==> config.mk <==
export PLATFORM = sky130hd
export DESIGN_NAME = if_fetch_ctrl
export DESIGN_NICKNAME = d
export VERILOG_FILES = /design/src/rtl/if_pkg.sv /design/src/rtl/if_fetch_fifo.sv /design/src/rtl/if_fetch_ctrl.sv
export SDC_FILE = /design/constraint.sdc
export NUM_CORES = 1
export LEC_CHECK = 0
export ABC_AREA = 1
export ABC_CLOCK_PERIOD_IN_PS = 2450
export BUFFER_PORTS_ARGS = -buffer_cell sky130_fd_sc_hd__buf_2
export CORE_UTILIZATION = 35
export CTS_CLUSTER_DIAMETER = 80
export DETAILED_ROUTE_END_ITERATION = 10
export GPL_TIMING_DRIVEN = 0
export HOLD_SLACK_MARGIN = 0.02
export PLACE_DENSITY = 0.67
export SLEW_MARGIN = 20
export SYNTH_ARGS = -nofsm -noshare
export SYNTH_HDL_FRONTEND = slang
export SYNTH_SLANG_ARGS = --single-unit
==> constraint.sdc <==
create_clock -name clk -period 2.45 [get_ports clk]
set_clock_uncertainty 0.05 [all_clocks]
set_input_delay 0.3675 -clock clk [delete_from_list [all_inputs] [get_ports clk]]
set_output_delay 0.3675 -clock clk [all_outputs]
set_load 0.1 [all_outputs]
==> src/rtl/if_pkg.sv <==
// ============================================================================
// if_pkg
// Shared types and constants for the instruction-fetch controller.
// Revision: 1.0
// ============================================================================
`default_nettype none

package if_pkg;

   // Buffer depth between memory return and decode.
   localparam int IF_FIFO_DEPTH = 2;
   // Width of an occupancy count that can hold 0..IF_FIFO_DEPTH.
   localparam int IF_CNT_W      = $clog2(IF_FIFO_DEPTH + 1);

   // Default-configuration widths, used by the entry type below.
   localparam int IF_ADDR_W     = 32;
   localparam int IF_DATA_W     = 32;

   typedef enum logic [0:0] {
      FS_BOOT = 1'b0,
      FS_RUN  = 1'b1
   } fetch_state_e;

   typedef struct packed {
      logic [IF_ADDR_W-1:0] pc;
      logic [IF_DATA_W-1:0] data;
   } fetch_entry_t;

   // A new read may start only if, after this cycle's pop, the buffered
   // words plus the word in flight leave room for the new one to land.
   function automatic logic can_issue(input logic [IF_CNT_W-1:0] count,
                                      input logic                inflight,
                                      input logic                pop);
      logic [IF_CNT_W:0] occ;
      logic [IF_CNT_W:0] limit;
      occ   = {1'b0, count} + {{IF_CNT_W{1'b0}}, inflight};
      limit = {{IF_CNT_W{1'b0}}, 1'b1} + {{IF_CNT_W{1'b0}}, pop};
      return (occ <= limit);
   endfunction

endpackage

`default_nettype wire

==> src/rtl/if_fetch_fifo.sv <==
// ============================================================================
// if_fetch_fifo
// Two-entry shift FIFO for fetched words. Entry 0 is always the head, so
// the head value simply holds when the FIFO drains or is flushed.
// Flush has priority over push.
// Revision: 1.0
// ============================================================================
`default_nettype none

module if_fetch_fifo
   import if_pkg::*;
#(
   parameter int W = 64
) (
   input  logic                clk,
   input  logic                rst_n,
   input  logic                push_i,
   input  logic                pop_i,
   input  logic                flush_i,
   input  logic [W-1:0]        din_i,
   output logic [W-1:0]        head_o,
   output logic                valid_o,
   output logic [IF_CNT_W-1:0] count_o
);

   logic [W-1:0]        e0_q, e0_d;
   logic [W-1:0]        e1_q, e1_d;
   logic [IF_CNT_W-1:0] count_q, count_d;

   // Next-state for entries and count; entries are only overwritten when a
   // live value must move into them.
   always_comb begin
      e0_d    = e0_q;
      e1_d    = e1_q;
      count_d = count_q;
      if (flush_i) begin
         count_d = '0;
      end else begin
         case ({push_i, pop_i})
            2'b11: begin
               if (count_q == IF_CNT_W'(2)) begin
                  e0_d = e1_q;
                  e1_d = din_i;
               end else begin
                  e0_d = din_i;
               end
            end
            2'b01: begin
               if (count_q == IF_CNT_W'(2)) begin
                  e0_d = e1_q;
               end
               count_d = count_q - IF_CNT_W'(1);
            end
            2'b10: begin
               if (count_q == '0) begin
                  e0_d = din_i;
               end else begin
                  e1_d = din_i;
               end
               count_d = count_q + IF_CNT_W'(1);
            end
            default: ;
         endcase
      end
   end

   // Storage and occupancy registers.
   always_ff @(posedge clk or negedge rst_n) begin
      if (!rst_n) begin
         e0_q    <= '0;
         e1_q    <= '0;
         count_q <= '0;
      end else begin
         e0_q    <= e0_d;
         e1_q    <= e1_d;
         count_q <= count_d;
      end
   end

   assign head_o  = e0_q;
   assign valid_o = (count_q != '0);
   assign count_o = count_q;

endmodule

`default_nettype wire

==> src/rtl/if_fetch_ctrl.sv <==
// ============================================================================
// if_fetch_ctrl
// IF-stage fetch controller: owns the PC, issues word reads to a
// one-cycle-latency memory, buffers returns and hands them to decode.
// Redirects flush the buffer and drop the word in flight.
// Optional build macro: IF_FETCH_PERF_EN adds fetch/flush counters.
// Revision: 1.0
// ============================================================================
`default_nettype none

module if_fetch_ctrl
   import if_pkg::*;
#(
   parameter int                ADDR_W    = 32,
   parameter int                DATA_W    = 32,
   parameter int                MEM_DEPTH = 1024,
   parameter logic [ADDR_W-1:0] RESET_PC  = '0
) (
   input  logic              clk,
   input  logic              rst_n,
   output logic [ADDR_W-1:0] mem_addr,
   input  logic [DATA_W-1:0] mem_rdata,
   input  logic              redirect_valid,
   input  logic [ADDR_W-1:0] redirect_pc,
   output logic              inst_valid,
   input  logic              inst_ready,
   output logic [DATA_W-1:0] inst_data,
   output logic [ADDR_W-1:0] inst_pc
`ifdef IF_FETCH_PERF_EN
   ,
   output logic [31:0]       perf_fetch_cnt,
   output logic [31:0]       perf_flush_cnt
`endif
);

   // MEM_DEPTH is a power of two, so modulo reduces to a mask.
   localparam logic [ADDR_W-1:0] PC_MASK = ADDR_W'(MEM_DEPTH - 1);
   localparam int                ENT_W   = ADDR_W + DATA_W;

   fetch_state_e        state_q, state_d;
   logic [ADDR_W-1:0]   pc_q, pc_d;
   logic                inflight_q, inflight_d;
   logic [ADDR_W-1:0]   inflight_pc_q, inflight_pc_d;

   logic                pop;
   logic                issue;
   logic                fifo_valid;
   logic [IF_CNT_W-1:0] fifo_count;
   logic [ENT_W-1:0]    fifo_head;

   assign pop = fifo_valid & inst_ready;

   // Next state, PC advance and in-flight tracking.
   always_comb begin
      state_d       = state_q;
      pc_d          = pc_q;
      inflight_d    = 1'b0;
      inflight_pc_d = inflight_pc_q;
      issue         = 1'b0;

      case (state_q)
         FS_BOOT: state_d = FS_RUN;
         default: ;
      endcase

      if (redirect_valid) begin
         pc_d = redirect_pc & PC_MASK;
      end else if ((state_q == FS_RUN) && can_issue(fifo_count, inflight_q, pop)) begin
         issue         = 1'b1;
         inflight_d    = 1'b1;
         inflight_pc_d = pc_q;
         pc_d          = (pc_q + ADDR_W'(1)) & PC_MASK;
      end
   end

   // Controller state registers.
   always_ff @(posedge clk or negedge rst_n) begin
      if (!rst_n) begin
         state_q       <= FS_BOOT;
         pc_q          <= RESET_PC & PC_MASK;
         inflight_q    <= 1'b0;
         inflight_pc_q <= '0;
      end else begin
         state_q       <= state_d;
         pc_q          <= pc_d;
         inflight_q    <= inflight_d;
         inflight_pc_q <= inflight_pc_d;
      end
   end

   assign mem_addr = pc_q;

   // The returning word lands whenever a read was issued last cycle; a
   // redirect this cycle flushes it away together with the buffer.
   if_fetch_fifo #(
      .W (ENT_W)
   ) u_fifo (
      .clk     (clk),
      .rst_n   (rst_n),
      .push_i  (inflight_q),
      .pop_i   (pop),
      .flush_i (redirect_valid),
      .din_i   ({inflight_pc_q, mem_rdata}),
      .head_o  (fifo_head),
      .valid_o (fifo_valid),
      .count_o (fifo_count)
   );

   assign inst_valid = fifo_valid;
   assign inst_pc    = fifo_head[ENT_W-1 -: ADDR_W];
   assign inst_data  = fifo_head[DATA_W-1:0];

`ifdef IF_FETCH_PERF_EN
   logic [31:0] fetch_cnt_q, fetch_cnt_d;
   logic [31:0] flush_cnt_q, flush_cnt_d;

   // Discarded words per redirect: buffered words not taken this cycle
   // plus whatever is returning from memory.
   always_comb begin
      fetch_cnt_d = fetch_cnt_q + 32'(pop);
      flush_cnt_d = flush_cnt_q;
      if (redirect_valid) begin
         flush_cnt_d = flush_cnt_q + 32'(fifo_count) - 32'(pop) + 32'(inflight_q);
      end
   end

   // Performance counter registers.
   always_ff @(posedge clk or negedge rst_n) begin
      if (!rst_n) begin
         fetch_cnt_q <= '0;
         flush_cnt_q <= '0;
      end else begin
         fetch_cnt_q <= fetch_cnt_d;
         flush_cnt_q <= flush_cnt_d;
      end
   end

   assign perf_fetch_cnt = fetch_cnt_q;
   assign perf_flush_cnt = flush_cnt_q;
`endif

   // Issue is internal only; kept as a named signal for waveform debug.
   logic unused_issue;
   assign unused_issue = issue;

endmodule

`default_nettype wire

# Word-level counts from Yosys, hierarchy flattened

Index checks and enable logic that the tools add are counted.

Register bits after elaboration: 196
Input port bits: 68
Output and inout bits: 97

$add $sub $neg: 5
$lt $le $gt $ge: 1
Equal/unequal tests: 8
Muxes and demuxes: 13
Bitwise operators: 2
Reduce and logical (&&, ||, !) cells: 10

Operators with widths:

| operator                                             | number |
|---|---|
| two-way mux 64 bit                                   | 5 |
| case mux 64 bit (3 select lines)                     | 1 |
| case mux 64 bit (2 select lines)                     | 1 |
| two-way mux 32 bit                                   | 2 |
| adder 10 x 1 -> 10 bit (second input constant)       | 1 |
| AND reduction 4 bit                                  | 2 |
| equality test 2 bit (second input constant)          | 3 |
| != test 2 x 1 -> 1 bit (second input constant)       | 3 |
| nonzero test 2 bit                                   | 3 |
| nonzero test 3 bit                                   | 2 |
| case mux 2 bit (2 select lines)                      | 1 |
| adder 2 x 1 -> 3 bit                                 | 1 |
| <= comparator 3 x 2 -> 1 bit                         | 1 |
| adder 1 x 1 -> 2 bit (first input constant)          | 1 |
| adder 2 x 1 -> 2 bit (second input constant)         | 1 |
| equality test 2 x 1 -> 1 bit (second input constant) | 1 |
| logical NOT 2 bit                                    | 1 |
| two-way mux 1 bit                                    | 2 |
| two-way mux 2 bit                                    | 1 |
| != test 2 bit (second input constant)                | 1 |
| AND reduction 2 bit                                  | 1 |
| subtractor 2 x 1 -> 2 bit (second input constant)    | 1 |
| bitwise AND 1 bit                                    | 1 |
| logical AND 1 bit                                    | 1 |
| NOT 1 bit                                            | 1 |

# Longest topological paths before layout

Word-level depth: 7
Mapped depth: 14
Depth with buffers taken out: 13

# Cells and area by module

Synthesis repeated with hierarchy kept, for this count alone.

Cell total of the unflattened synthesis: 1332
Area, all modules: 8938.6 um^2

Modules (own cells, without submodules):

| module        | times used | cells an instance | area each (um^2) | sequential area each (um^2) |
|---|---|---|---|---|
| if_fetch_fifo | 1          | 1136              | 7484.7           | 3253.1 |
| if_fetch_ctrl | 1          | 196               | 1453.9           | 550.5 |

# Worst setup path before layout

Ideal clock, no wire load.

Path kind: register -> register
From: register u_fifo.count_q[0], in the netlist u_fifo.count_o[0]
To: register inflight_pc_q[6]
Arrival time: 2.271 ns
Data required time: 2.317 ns
Setup slack: 0.047 ns
Cell stages (with the launch flop): 13
Cell sequence: dfrtp_1 -> nor2_2 -> nor2_4 -> buf_4 -> fa_1 -> nor2_1 -> nand2_1 -> nand2_1 -> nand2_1 -> nor2_1 -> buf_2 -> nand2_1 -> o21ai_0

Cells in the longest elaborated chain, start to end: 6
Elaborated cells on any way between the ends: 7

Ends and longest elaborated chain:

| item                                     | line                | source |
|---|---|---|
| start, declared                          | if_fetch_fifo.sv:28 | `logic [IF_CNT_W-1:0] count_q, count_d;` |
| start signal, assigned                   | if_fetch_fifo.sv:76 | `count_q <= count_d;` |
| nonzero test 2 bit                       | if_fetch_fifo.sv:81 | `assign valid_o = (count_q != '0);` |
| bitwise AND 1 bit                        | if_fetch_ctrl.sv:51 | `assign pop = fifo_valid & inst_ready;` |
| adder 1 x 1 -> 2 bit                     | if_pkg.sv:37        | `limit = {{IF_CNT_W{1'b0}}, 1'b1} + {{IF_CNT_W{1'b0}}, pop};` |
| <= comparator 3 x 2 -> 1 bit (*)         | if_pkg.sv:38        | `return (occ <= limit);` |
| logical AND 1 bit (*)                    | if_fetch_ctrl.sv:68 | `end else if ((state_q == FS_RUN) && can_issue(fifo_count, inflight_q, pop)) begin` |
| AND reduction 2 bit (no source line) (*) | -                   |  |
| end signal, assigned                     | if_fetch_ctrl.sv:87 | `inflight_pc_q <= inflight_pc_d;` |
| end, declared                            | if_fetch_ctrl.sv:43 | `logic [ADDR_W-1:0] inflight_pc_q, inflight_pc_d;` |

Every way passes the cells marked *; elsewhere a longest branch is shown, timed or not.
A chain may end at the register's enable or synchronous reset.

# Worst setup path after layout

From: register u_fifo.count_q[1], in the netlist u_fifo.count_o[1]
To: register inflight_pc_q[0]

The elaborated chain is that of the path after synthesis.

==> qor.yml <==
status:
  status: "completed"
hold_path:
  holdCritStartpoint: "redirect_pc[7]"
  hold_class: "in2reg"
sta:
  slew_headroom_pct: 62.8
  hold_viol: 0
  hold_slack_ns: 0.195
  fmax_mhz: 426
  fin_crit_sh_pct: 95.8
  report.final.slew_viol_count: 0
  tightestPinTransition_ns: 0.558
  setup_viol: 0
  post-route-min-period_ns: 2.35
  fin_ws_ns: 0.103
global_route:
  grt_max_degree: 68
  grt-ovfl-total: 0
  track_usage_pct: 19.2
  antenna_found_initial: 0
  grt_pass1_vias: 5883
  grt_pass1_wl_um: 29800
pwr:
  leakage_nw: 4.53
  vdd_drop_max_mv: 0.835
  p_total_mw: 12.2
  powerDensity_nw_per_um2: 1540
logic_synthesis:
  ys_warn_count: 0
  yosysSeqAreaShare_pct: 40.9
  syn_avg_cell_area_um2: 6.95
  netlist_area_um2: 6610
  ys_types: 28
  syn_inst: 951
  ys_seq_elements: 108
critical_path:
  cp-end-kind: "flip-flop"
  cp_max_fo: 10
  cpMostUsedCell: "nor2_4"
  start_kind: "flip-flop"
  slowest_stage: "fa_1"
  cpPeakStageDelay_ns: 0.52
  path_cells: "nor2_4, nor2_4, buf_4, fa_1, nor2_2, nand2_1, nand2_1, nand2_2, nand2_4, nor2_4, buf_2, o21ai_0"
  crit_required_ns: 2.62
  critPathArrivalTime_ns: 2.52
  crit_type: "reg2reg"
  crit_path_start: "u_fifo.count_o[1]"
  regToRegStartpoint: "u_fifo.count_o[1]"
clock_tree:
  cts_tree: "done"
  cts_buffer_depth: 2
  cts_max_level: 3
  clkLatencyLatePin_ns: 0.36
  path_clk_slew_ns: 0.07
  clock-root-buffer: "clkbuf_16"
  numCtsBuffers: 9
  cts_num_sinks: 108
placed_design:
  hpwlAfterDp_um: 12400
  post_dp_cell_area_um2: 7580
  dpl_worst_slack_ns: -0.467
  port_buffers: 97
  gp_congestion: 0.836
finish:
  seqCellArea_um2: 2710
  num-nets-final: 1184
  num-fill-cells: 1918
  drive_gt1_share_pct: 20.4
  finish.instance_area_um2: 7960
  syn_to_final_growth_pct: 20.4
  multiInputGateArea_um2: 3050
  fin_util_pct: 43.7
  n_antenna_cell: 0
floorplanning:
  die_h_um: 139
  start_util_pct: 36.3
  std_cell_rows: 49
  dieArea_um2: 19400
  die_w_um: 139
  pin_count: 165
  core_um2: 18200
drt:
  wire_per_inst_um: 13.3
  firstDrtPassIters: 5
  drc: 0
  routed_wl_um: 17900
  drtIter0Drc: 392
  vias_per_cell: 4.72
  via_count: 6346
  antenna_left: 0
job:
  maxCapViolations: 0
==> layout by cell type, fill, tap and decap left out, types with 2 or more instances in the layout <==
cell type	Yosys	layout
a21oi_1	29	29
buf_1	4	4
buf_2	27	122
buf_4	47	53
buf_6	11	14
clkbuf_1	11	12
clkbuf_16	0	9
clkbuf_8	0	2
clkinv_1	5	5
clkinv_2	0	3
conb_1	2	45
dfrtp_1	108	106
dfrtp_2	0	2
ha_1	4	4
inv_1	90	89
inv_2	5	6
nand2_1	339	336
nand2_2	0	2
nand2_4	5	6
nand3_1	139	139
nand4_1	2	2
nor2_1	36	34
nor2_4	2	4
nor3_1	2	2
o21ai_0	57	57
o21ai_1	17	17
xor2_1	3	3
==> cells by family (layout without fill, tap and decap cells) <==
logic type / after synthesis / count (layout) / share of synthesized area, %
DFF: 108 / 108 / 40.9
xor gates and xnor gates: 4 / 4 / 0.530
buffers and inverters: 200 / 322 / 15.8
AOI/OAI and AO/OA: 105 / 105 / 8.04
other: 2 / 45 / 0.114
and+or+nand+nor: 527 / 527 / 33.6
adders and majority gates: 5 / 5 / 1.06
==> stage by stage <==
stage | setup TNS [ns] | instances
floorplan | 0 | 994
global placement | -50.85 | 1320
detailed placement | -8.63 | 1321
CTS | 0 | 1339
global route | -0.0888 | 1345
finish | 0 | 1345
==> flip-flops by register name, indices dropped and copies added (netlist names) <==
name,flops
u_fifo.count_o,2
inflight_q,1
mem_addr,10
u_fifo.e1_q,42
u_fifo.head_o,42
state_q,1
inflight_pc_q,10
==> area by class of cell <==
class | instances | share of cell area [%]
repair buffers | 106 | 7.28
inverters | 100 | 4.71
clock buffers | 12 | 3.22
clock inverters | 4 | 0.299
multi-input cells | 686 | 38.4
plain buffers | 100 | 8.55
flip-flops and latches | 108 | 34.0
well taps | 229 | 3.60
==> synth_stat cells, drive strengths merged <==
master,instances,area (um^2)
nor3,2,10.0
nand3,140,706
fa,1,20.0
nor2,39,164
o21bai,1,7.51
clkbuf,11,41.3
xor2,3,26.3
nand4,2,12.5
conb,2,7.51
ha,4,50.1
a21oi,30,154
o21ai,74,370
inv,95,357
dfrtp,108,2700
xnor2,1,8.76
buf,89,627
clkinv,5,18.8
nand2,344,1330
==> critical path, delay by kind of cell (launching register included) <==
family / cells / cell delay (ns)
simple gates: 8 / 0.73
fa+ha+maj: 1 / 0.52
flops: 1 / 0.46
buf+inv: 2 / 0.36
compound gates: 1 / 0.09
==> power breakdown <==
part	switching (mW)	internal [mW]	leakage (nW)
Combinational	5.99	1.76	3.08
Sequential	0.513	2.56	1.31
Clock	0.661	0.743	0.142
==> worst paths after layout <==
path / to / slack, ns / cells after the start
max: inflight_pc_q[0] / 0.10 / 12
min: mem_addr[7] / 0.19 / 3
max reg2reg: inflight_pc_q[0] / 0.10 / 12
min reg2reg: u_fifo.head_o[1] / 0.43 / 2
max in group asynchronous: u_fifo.count_o[1] / 1.20 / 3
min in group asynchronous: u_fifo.e1_q[22] / 0.46 / 2
==> layer usage <==
metal  global-route usage [%]  up-vias  wire (um)
met4                     7.66        0        410
met1                     25.9     2882       8150
met3                     3.61       28        998
met5                        0        -          0
li1                         -     3216          -
met2                     30.3      220       8340
==> timing repair <==
action | CTS | global route
endpoints found under the hold margin | 41 | 0
gates resized for setup | 10 | 5
hold buffers | 1 | 0
setup buffers | 1 | 5
setup endpoints to repair | 21 | 21
cloned | 0 | 1
pin swaps | 1 | 2
No activity file was read; power rests on OpenSTA's default activity.
